--- config.mk ---
export PLATFORM = sky130hd
export DESIGN_NAME = i2c_cmd_sequencer
export DESIGN_NICKNAME = d
export VERILOG_FILES = /design/src/rtl/i2c_cmd_sequencer.sv
export SDC_FILE = /design/constraint.sdc
export NUM_CORES = 1
export LEC_CHECK = 0
export BUFFER_PORTS_ARGS = -buffer_cell sky130_fd_sc_hd__buf_4
export CAP_MARGIN = 20
export CORE_MARGIN = 2
export CORE_UTILIZATION = 61
export CTS_CLUSTER_DIAMETER = 30
export DETAILED_ROUTE_END_ITERATION = 10
export HOLD_SLACK_MARGIN = 0.12
export PLACE_DENSITY = 0.85
export RECOVER_POWER = 100
export SLEW_MARGIN = 25
export SYNTH_ARGS = -nofsm -noshare
export SYNTH_HDL_FRONTEND = slang
export SYNTH_SLANG_ARGS = --single-unit
--- constraint.sdc ---
create_clock -name clk -period 4.24 [get_ports clk]
set_input_delay 0.848 -clock clk [delete_from_list [all_inputs] [get_ports clk]]
set_output_delay 0.848 -clock clk [all_outputs]
set_load 0.01 [all_outputs]
--- src/rtl/i2c_cmd_sequencer.sv ---
// -----------------------------------------------------------------------------
// i2c_cmd_sequencer
//
// Command front-end for i2c_master. A host pushes I2C transactions
// (7-bit address, rw, write byte) into a small FIFO. The sequencer issues them
// to the master one at a time over its enable/ready handshake. It returns
// exactly one in-order response per command, carrying either the read byte or
// a timeout flag.
//
// Parameters
//   PTR_W    FIFO pointer width; the FIFO holds 2**PTR_W commands
//   TIMEOUT  clk cycles allowed from launch to completion
//   TO_W     timeout counter width; 2**TO_W must exceed TIMEOUT
//
// Ports
//   clk, rst                  clock; asynchronous active-high reset
//   cmd_valid/cmd_ready       host command handshake
//   cmd_addr/cmd_rw/cmd_wdata command payload (wdata ignored for reads)
//   rsp_valid/rsp_ready       response handshake (held until accepted)
//   rsp_rw/rsp_rdata          rw and read byte of the completed command
//   rsp_timeout               command did not complete in time
//   m_enable/m_addr/m_rw/
//   m_data_in                 request to i2c_master (all registered)
//   m_data_out/m_ready        result and idle flag from i2c_master
//   busy                      sequencer is not idle
//   fifo_count                commands currently queued
// -----------------------------------------------------------------------------
module i2c_cmd_sequencer #(
  parameter int PTR_W   = 2,
  parameter int TIMEOUT = 1024,
  parameter int TO_W    = 11
) (
  input  logic             clk,
  input  logic             rst,
  input  logic             cmd_valid,
  output logic             cmd_ready,
  input  logic [6:0]       cmd_addr,
  input  logic             cmd_rw,
  input  logic [7:0]       cmd_wdata,
  output logic             rsp_valid,
  input  logic             rsp_ready,
  output logic             rsp_rw,
  output logic [7:0]       rsp_rdata,
  output logic             rsp_timeout,
  output logic             m_enable,
  output logic [6:0]       m_addr,
  output logic             m_rw,
  output logic [7:0]       m_data_in,
  input  logic [7:0]       m_data_out,
  input  logic             m_ready,
  output logic             busy,
  output logic [PTR_W:0]   fifo_count
);

  localparam int                DEPTH   = 2 ** PTR_W;
  localparam logic [PTR_W:0]    DEPTH_C = (PTR_W + 1)'(DEPTH);
  localparam logic [TO_W-1:0]   TO_LAST = TO_W'(TIMEOUT - 1);

  typedef struct packed {
    logic [6:0] addr;
    logic       rw;
    logic [7:0] wdata;
  } cmd_t;

  typedef enum logic [1:0] {
    ST_IDLE,
    ST_LAUNCH,
    ST_WAIT_DONE,
    ST_RESPOND
  } state_t;

  // ---------------------------------------------------------------------------
  // Command FIFO
  // ---------------------------------------------------------------------------
  cmd_t             mem_q [DEPTH];
  logic [PTR_W-1:0] wr_ptr_q;
  logic [PTR_W-1:0] rd_ptr_q;
  logic [PTR_W:0]   count_q;
  logic [PTR_W:0]   count_d;
  logic             push;
  logic             pop;
  cmd_t             head;

  state_t           state_q;

  assign cmd_ready  = (count_q != DEPTH_C);
  assign push       = cmd_valid && cmd_ready;
  // The only place a command leaves the FIFO is the IDLE->LAUNCH step, so the
  // pop condition is exactly the FSM's launch condition.
  assign pop        = (state_q == ST_IDLE) && (count_q != '0) && m_ready;
  assign head       = mem_q[rd_ptr_q];
  assign fifo_count = count_q;

  // NOTE: every variable written in always_comb gets a default first so no
  // path leaves it unassigned, which would otherwise infer a latch.
  always_comb begin
    count_d = count_q;
    case ({push, pop})
      2'b10:   count_d = count_q + 1'b1;
      2'b01:   count_d = count_q - 1'b1;
      default: count_d = count_q;
    endcase
  end

  // NOTE: sequential state uses non-blocking assignments only, so every
  // register samples pre-edge values regardless of block ordering.
  always_ff @(posedge clk or posedge rst) begin
    if (rst) begin
      wr_ptr_q <= '0;
      rd_ptr_q <= '0;
      count_q  <= '0;
    end else begin
      // Pointers are exactly PTR_W bits wide, so they wrap mod DEPTH for free.
      if (push) wr_ptr_q <= wr_ptr_q + 1'b1;
      if (pop)  rd_ptr_q <= rd_ptr_q + 1'b1;
      count_q <= count_d;
    end
  end

  // NOTE: the storage array has no reset; the pointers and count alone decide
  // which entries are valid, so clearing the data would only cost flops.
  always_ff @(posedge clk) begin
    if (push) mem_q[wr_ptr_q] <= {cmd_addr, cmd_rw, cmd_wdata};
  end

  // ---------------------------------------------------------------------------
  // Sequencer FSM with registered outputs
  // ---------------------------------------------------------------------------
  logic [TO_W-1:0] to_cnt_q;
  logic            m_enable_q;
  logic [6:0]      m_addr_q;
  logic            m_rw_q;
  logic [7:0]      m_data_in_q;
  logic            rsp_valid_q;
  logic            rsp_rw_q;
  logic [7:0]      rsp_rdata_q;
  logic            rsp_timeout_q;

  always_ff @(posedge clk or posedge rst) begin
    if (rst) begin
      state_q       <= ST_IDLE;
      to_cnt_q      <= '0;
      m_enable_q    <= 1'b0;
      m_addr_q      <= '0;
      m_rw_q        <= 1'b0;
      m_data_in_q   <= '0;
      rsp_valid_q   <= 1'b0;
      rsp_rw_q      <= 1'b0;
      rsp_rdata_q   <= '0;
      rsp_timeout_q <= 1'b0;
    end else begin
      case (state_q)
        ST_IDLE: begin
          if (pop) begin
            // Request fields stay frozen until the next pop.
            m_addr_q    <= head.addr;
            m_rw_q      <= head.rw;
            m_data_in_q <= head.wdata;
            m_enable_q  <= 1'b1;
            to_cnt_q    <= '0;
            state_q     <= ST_LAUNCH;
          end
        end

        ST_LAUNCH, ST_WAIT_DONE: begin
          // Timeout is tested first so it wins over a same-cycle completion.
          if (to_cnt_q == TO_LAST) begin
            m_enable_q    <= 1'b0;
            rsp_rw_q      <= m_rw_q;
            rsp_rdata_q   <= '0;
            rsp_timeout_q <= 1'b1;
            rsp_valid_q   <= 1'b1;
            state_q       <= ST_RESPOND;
          end else begin
            to_cnt_q <= to_cnt_q + 1'b1;
            if (state_q == ST_LAUNCH) begin
              // The master runs on a divided clock; it signals acceptance by
              // dropping ready some clk cycles after enable rises.
              if (!m_ready) begin
                m_enable_q <= 1'b0;
                state_q    <= ST_WAIT_DONE;
              end
            end else if (m_ready) begin
              rsp_rw_q      <= m_rw_q;
              rsp_rdata_q   <= m_rw_q ? m_data_out : 8'h00;
              rsp_timeout_q <= 1'b0;
              rsp_valid_q   <= 1'b1;
              state_q       <= ST_RESPOND;
            end
          end
        end

        ST_RESPOND: begin
          // Response is held indefinitely; nothing launches until it is taken.
          if (rsp_ready) begin
            rsp_valid_q <= 1'b0;
            state_q     <= ST_IDLE;
          end
        end

        default: state_q <= ST_IDLE;
      endcase
    end
  end

  assign busy        = (state_q != ST_IDLE);
  assign m_enable    = m_enable_q;
  assign m_addr      = m_addr_q;
  assign m_rw        = m_rw_q;
  assign m_data_in   = m_data_in_q;
  assign rsp_valid   = rsp_valid_q;
  assign rsp_rw      = rsp_rw_q;
  assign rsp_rdata   = rsp_rdata_q;
  assign rsp_timeout = rsp_timeout_q;

endmodule

==> out/metrics.csv, run 1 <==
stage;metric;value;unit
floorplanning;die_x;91.7;µm
timing;tightest_slew;2.13;ns
run;cap_viol_max_count;1;
setup_path;cp-start-kind;flop;
finish;n_antenna_cell;0;
setup_path;worstPathArrival;3.13;ns
route;drt_first_pass_iters;4;
clocking;h-tree-depth;3;
logic_synthesis;ys_ff_latch;112;
clocking;root_buffer;clkbuf_8;
logic_synthesis;synthArstFlopShare;42.9;%
power;vdd_drop_max;0.000306;V
logic_synthesis;yosysUniqueCellTypes;48;
power;switching_power;1.19;mW
finish;register_area;0.00312;mm²
setup_path;crit_fanout;10;
setup_path;crit_path_max_incr_delay;1.02;ns
route;wire_per_inst;18.2;µm
setup_path;crit_type;reg2reg;
global_route;grt_overflow;0;
floorplanning;std_cell_rows;31;
power;leakage;2.08;nW
clocking;clkLatencyLatePin;0.37;ns
clocking;clk_pin_slew_worst_paths;0.10;ns
clocking;cts_tree;done;
floorplanning;initial_core_util;63.7;%
finish;multi_input_area;0.00141;mm²
timing;fin_crit_sh;67.9;%
timing;slew_headroom;-42.5;%
floorplanning;core-area;0.00737;mm²
timing;fin_crit;2.88;ns
global_route;grt_pass1_vias;3025;
route;drtIter0Drc;259;
floorplanning;io-pin-count;62;
setup_path;cp.required;4.49;ns
power;seq_power_share;50.6;%
floorplanning;dieArea;0.00841;mm²
setup_path;slowest_stage;o32ai_1;
route;viasPerCell;5.79;
route;ant_nets;0;
timing;rsz0062_at_grt;no;
setup_path;end_kind;flop;
logic_synthesis;avgSynthCellArea;14.4;µm²
power;clockPowerShare;19.1;%
logic_synthesis;synthDominantCellAreaShare;40.9;%
timing;final.setup.tns;0;ns
global_route;grt_max_degree;49;
clocking;cts_resized;0;
global_route;antenna_found_initial;0;
global_route;grt_pass1_wl;14700;µm
power;report.power.total;3.37;mW
clocking;cts_num_sinks;112;
logic_synthesis;ys_warn_count;0;
finish;n_fill_cell;543;
placed_design;place_congestion;0.823;
power;comb_power_share;30.3;%
global_route;track_usage;23.0;%
clocking;max-clock-path-buffers;2;
timing;worst_clock_skew;0.0105;ns
floorplanning;die_y;91.7;µm
route;drt-total-wl;8930;µm
logic_synthesis;synth_ff_type;edfxtp_1;
setup_path;crit_buf_inv;0;
finish;fin_nets;429;
finish;area_growth;11.2;%
clocking;postCtsSetupBuffers;0;
logic_synthesis;synth_fp_nets;367;
power;powerDensity;644;mW/mm²
logic_synthesis;yosysSeqAreaShare;66.5;%
power;internal_power;2.18;mW
logic_synthesis;yosysTopAreaCell;edfxtp_1;
logic_synthesis;synth_edf_count;64;
clocking;cts_hold_buf;0;
route;vias;2848;
status;outcome;finished with violations;
finish;final_core_util;70.9;%
setup_path;critPathTopFamily;compound AO/OA/AOI/OAI gates;
placed_design;port_buffers;61;
setup_path;path_cells;ha_1, nand3_1, o32ai_1, and2_0, mux2_1;
timing;fmax;347;MHz
placed_design;dp_hpwl;5780;µm
logic_synthesis;syn-cell-area;0.00469;mm²
status;violations;max-capacitance violations, max-slew violations;
logic_synthesis;postSynthCellCount;327;
timing;final-setup-viol-count;0;
finish;drive_above_1_share;12.7;%
route;drc;0;
hold_path;min_path_type;reg2reg;
timing;hold_viol_final;0;
power;p_sw_share;35.3;%
clocking;cts_inserted_buffers;9;
timing;maxSlewViolCount;49;
logic_synthesis;ys_top_cells_by_area;edfxtp_1, dfrtp_1, mux4_2, nand2_1, ha_1;
-- through the flow --
stage	setup WS [ns]	hold WS [ns]	cells	area, µm²
after global placement	1.66	0.459	477	5240
final	1.36	0.481	492	5220
after floorplan	1.55	0.468	327	4690
after global routing	1.11	0.512	492	5220
after CTS	1.58	0.490	492	5440
after detailed placement	1.57	0.464	477	5240
-- cell families (layout without fill, tap and decap cells) --
logic type,count (synthesis),in the layout,share of synthesized area [%]
AOI/OAI and AO/OA,39,39,5.97
DFF,112,112,66.5
muxes,23,23,9.30
buffers and inverters,33,99,2.91
and+or+nand+nor,103,103,11.1
adders and majority gates,11,11,3.09
xor gates and xnor gates,6,6,1.12
-- tightest hold or removal path: stages, from the launching register on --
cell and delay, ns:
dfrtp_1 0.35, nand2_1 0.05, nand2_1 0.05
-- metal layers --
metal	wire (µm)	GRT usage, %	up-vias	part of all wire, %
met5	0	0	-	0
met4	112	7.71	0	1.3
met3	475	5.51	8	5.3
met2	4710	38.7	89	53
met1	3640	29.7	1425	41
li1	-	-	1326	-
-- power groups by stage --
stage	clock network (mW)	logic, mW	registers (mW)
after CTS	0.654	1.16	1.72
final	0.642	1.02	1.70
after detailed placement	0	1.15	1.74
after floorplan	0	0.759	1.67
after global routing	0.695	1.14	1.75
after global placement	0	1.10	1.72
-- cell usage after synthesis (2+ instances only) --
cell and count:
clkbuf_1 4, a21oi_1 5, nand4_1 9, nand2_1 59, mux2i_1 5, edfxtp_1 64, nand3_1 3, o31ai_1 7
mux4_2 16, dfrtp_1 48, nand2b_1 2, and2_1 2, or3_1 2, nor2_1 7, and3_1 5, nor2b_1 2
a21o_1 2, ha_1 10, buf_1 2, inv_1 21, o21ai_0 14, xnor2_1 4, xor2_1 2, or4_1 5
buf_2 4
-- final timing paths --
path                             start     endpoint  slack, ns  cells after the start
min reg2reg                  m_addr[3]    m_addr[3]       0.48                      2
max in group asynchronous          rst  rd_ptr_q[0]       2.12                      2
max                        to_cnt_q[0]       rsp_rw       1.36                      5
min                          m_addr[3]    m_addr[3]       0.48                      2
min in group asynchronous          rst    m_addr[2]       1.03                      2
max reg2reg                to_cnt_q[0]       rsp_rw       1.36                      5
-- cell usage in the layout, fill, tap and decap left out, types with 2 or more instances in the layout --
master,n
a21o_1,2
a21oi_1,5
and2_0,2
and3_1,5
buf_4,11
clkbuf_1,50
clkbuf_8,9
clkinv_4,2
dfrtp_1,47
edfxtp_1,64
ha_1,10
inv_1,21
inv_6,2
mux2i_1,5
mux4_2,16
nand2_1,59
nand2b_1,2
nand3_1,3
nand4_1,9
nor2_1,7
nor2b_1,2
o21ai_0,14
o31ai_1,7
or3_1,2
or4_1,5
xnor2_1,4
xor2_1,2
-- registers in the layout, indices dropped and copies added, names as in the netlist --
name         cells
fifo_count       3
m_addr           7
m_data_in        8
m_enable         1
m_rw             1
mem_q           64
rd_ptr_q         2
rsp_rdata        8
rsp_rw           1
rsp_timeout      1
rsp_valid        1
state_q          2
to_cnt_q        11
wr_ptr_q         2
-- final cells by class --
type | count | area share (%)
Sequential cell | 112 | 59.8
Tap cell | 99 | 2.37
Clock buffer | 9 | 2.37
Timing Repair Buffer | 62 | 5.32
Inverter | 22 | 1.61
Clock inverter | 6 | 1.46
Multi-Input combinational cell | 182 | 27.0
Note: power is estimated with default switching activity, not from simulation.
==> inputs of run 2 (changes only) <==
- CORE_UTILIZATION: 61 -> 52
- PLACE_DENSITY: 0.85 -> 0.77
- clock period: 4.24 -> 2.3 ns (I/O delays scaled with it)
==> out/metrics.csv, run 2 (synthesis gave the netlist of run 1 again) <==
stage;metric;value;unit;change
status;outcome;finished clean;;
timing;hold_viol_final;0;;unchanged
placed_design;dpl-instance-area;0.00539;mm²;+2.9%
power;seq_power_share;48.1;%;-2.5 points
setup_path;crit_fanout;9;;-1
setup_path;startpoint;to_cnt_q[0];;
clocking;root_buffer;clkbuf_8;;
hold_path;min_from;m_data_out[0];;
timing;tightest_slew;1.09;ns;-1.04 ns
timing;fmax;463;MHz;+33%
clocking;cts_tree;done;;
clocking;h-tree-depth;3;;unchanged
route;wire_per_inst;17.6;µm;-2.9%
power;internal_power;4.02;mW;+85%
route;drt-total-wl;9140;µm;+2.3%
power;vdd_drop_max;0.000650;V;+110%
floorplanning;die_x;99.0;µm;+7.9%
global_route;antenna_found_initial;0;;unchanged
route;drc;0;;unchanged
setup_path;crit_path_max_incr_delay;0.43;ns;-0.59 ns
finish;fin_area;0.00538;mm²;+3.0%
clocking;clk_pin_slew_worst_paths;0.11;ns;about the same
timing;slew_headroom;27.3;%;+70 points
global_route;grt_overflow;0;;unchanged
setup_path;cp.required;2.57;ns;-1.92 ns
route;ant_nets;0;;unchanged
clocking;cts_hold_buf;0;;unchanged
placed_design;port_buffers;61;;unchanged
power;leakage;2.14;nW;+3.3%
placed_design;post-place-cells;502;;+5.2%
placed_design;place_congestion;0.824;;+0.18%
power;powerDensity;1170;mW/mm²;+82%
route;drtIter0Drc;151;;-42%
finish;final_cells;518;;+5.3%
timing;fin_crit_sh;93.8;%;+26 points
placed_design;dp_hpwl;6360;µm;+10%
finish;largest_register;mem_q;;
timing;maxSlewViolCount;0;;-100%
finish;n_antenna_cell;0;;unchanged
clocking;clkLatencyLatePin;0.38;ns;about the same
floorplanning;die_y;99.0;µm;+7.9%
timing;worst_clock_skew;0.0124;ns;+0.00193 ns
finish;area_growth;14.6;%;
global_route;track_usage;19.8;%;-3.2 points
finish;fin_nets;445;;+3.7%
power;clockPowerShare;18.3;%;-0.8 points
finish;drive_above_1_share;16.3;%;+3.6 points
global_route;grt_max_degree;28;;-43%
floorplanning;core-area;0.00872;mm²;+18%
setup_path;end_kind;flop;;
finish;largest_register_ffs;64;;unchanged
floorplanning;std_cell_rows;34;;+9.7%
finish;reg_top3;mem_q: 64 flops, to_cnt_q: 11 flops;;
timing;rsz0062_at_grt;no;;
setup_path;worstPathArrival;2.43;ns;-0.70 ns
setup_path;crit_type;reg2reg;;
floorplanning;dieArea;0.00980;mm²;+17%
setup_path;cp-start-kind;flop;;
floorplanning;initial_core_util;53.8;%;-9.9 points
setup_path;slowest_stage;dfrtp_1;;
power;report.power.total;6.32;mW;+88%
hold_path;min_path_type;in2reg;;
setup_path;r2r-start;to_cnt_q[0];;
timing;final-setup-viol-count;0;;unchanged
run;cap_viol_max_count;0;;-1
route;vias;2899;;+1.8%
global_route;grt_pass1_wl;15200;µm;+3.5%
clocking;max-clock-path-buffers;2;;unchanged
clocking;cts_inserted_buffers;9;;unchanged
global_route;grt_pass1_vias;3066;;+1.4%
setup_path;path_cells;ha_1, nand3_1, o32ai_4, and2_0, mux2_1;;
finish;most-common-layout-cells;edfxtp_1, nand2_1, clkbuf_1, dfrtp_1;;
finish;layout_commonest_cell;edfxtp_1;;
floorplanning;io-pin-count;62;;unchanged
power;switching_power;2.29;mW;+93%
route;viasPerCell;5.60;;-3.3%
power;p_sw_share;36.3;%;+1.0 points
clocking;cts_num_sinks;112;;unchanged
power;comb_power_share;33.6;%;+3.3 points
timing;fin_crit;2.16;ns;-0.722 ns
route;drt_first_pass_iters;4;;unchanged
timing;final.setup.tns;0;ns;unchanged
[run 2: cell types whose count changed in the layout (fill, tap and decap cells not counted), moves of 2 or more]
cell	previous run	this run
buf_4	11	21
clkbuf_1	50	54
clkbuf_2	0	2
inv_8	1	3
clkinv_4	2	0
[run 2: critical path, delay by kind of cell (launching register included)]
kind                       cells  cell delay [ns]
muxes                          1             0.36
adders and majority gates      1             0.28
DFF                            1             0.43
AOI/OAI and AO/OA              1             0.30
and+or+nand+nor                2             0.69
[run 2: worst paths after layout]
kind | to | slack (ns) | depth (start not counted)
min in group asynchronous | m_rw | 0.35 | 2
worst max register to register | rsp_rw | 0.14 | 5
max in group asynchronous | rd_ptr_q[0] | 0.75 | 3
worst min register to register | m_addr[1] | 0.49 | 2
worst min-delay path | rsp_rdata[0] | 0.33 | 3
worst max-delay path | rsp_rw | 0.14 | 5
[run 2: layer usage]
metal  GRT usage (%)  vias up  wire (µm)
li1                -     1357          -
met1            24.5     1463       3760
met2            35.7       75       4870
met3            4.26        4        442
met4            4.74        0         57
met5               0        -          0
[run 2: power by group through the flow]
stage | clock [mW] | combinational [mW] | sequential, mW
after floorplan | 0 | 1.40 | 3.08
final | 1.15 | 2.13 | 3.04
after global placement | 0 | 2.35 | 3.05
after CTS | 1.19 | 2.43 | 3.05
after global routing | 1.25 | 2.35 | 3.11
after detailed placement | 0 | 2.40 | 3.09
[run 2: repair_timing]
action                                  4_1_cts  5_1_grt
setup buffers                                 0        0
endpoints found under the setup margin        0        2
resized for setup                             0        3
[run 2: per-stage QoR]
stage	util, %	hold WS (ns)	setup slack, ns
2_1_floorplan	-	0.468	0.0108
3_3_place_gp	61.8	0.462	0.247
3_5_place_dp	61.8	0.463	0.151
4_1_cts	64.1	0.153	0.124
5_1_grt	61.7	0.325	0.0359
6_report	61.7	0.325	0.142
[run 2: cell type report]
| type | instances | area, µm² |
|---|---|---|
| fillers | 702 | 3340 |
| flip-flops and latches | 112 | 3120 |
| multi-input cells | 182 | 1460 |
| repair buffers | 78 | 378 |
| well taps | 108 | 135 |
| clock buffers | 9 | 124 |
| inverters | 22 | 82.6 |
| clock inverters | 7 | 75.1 |
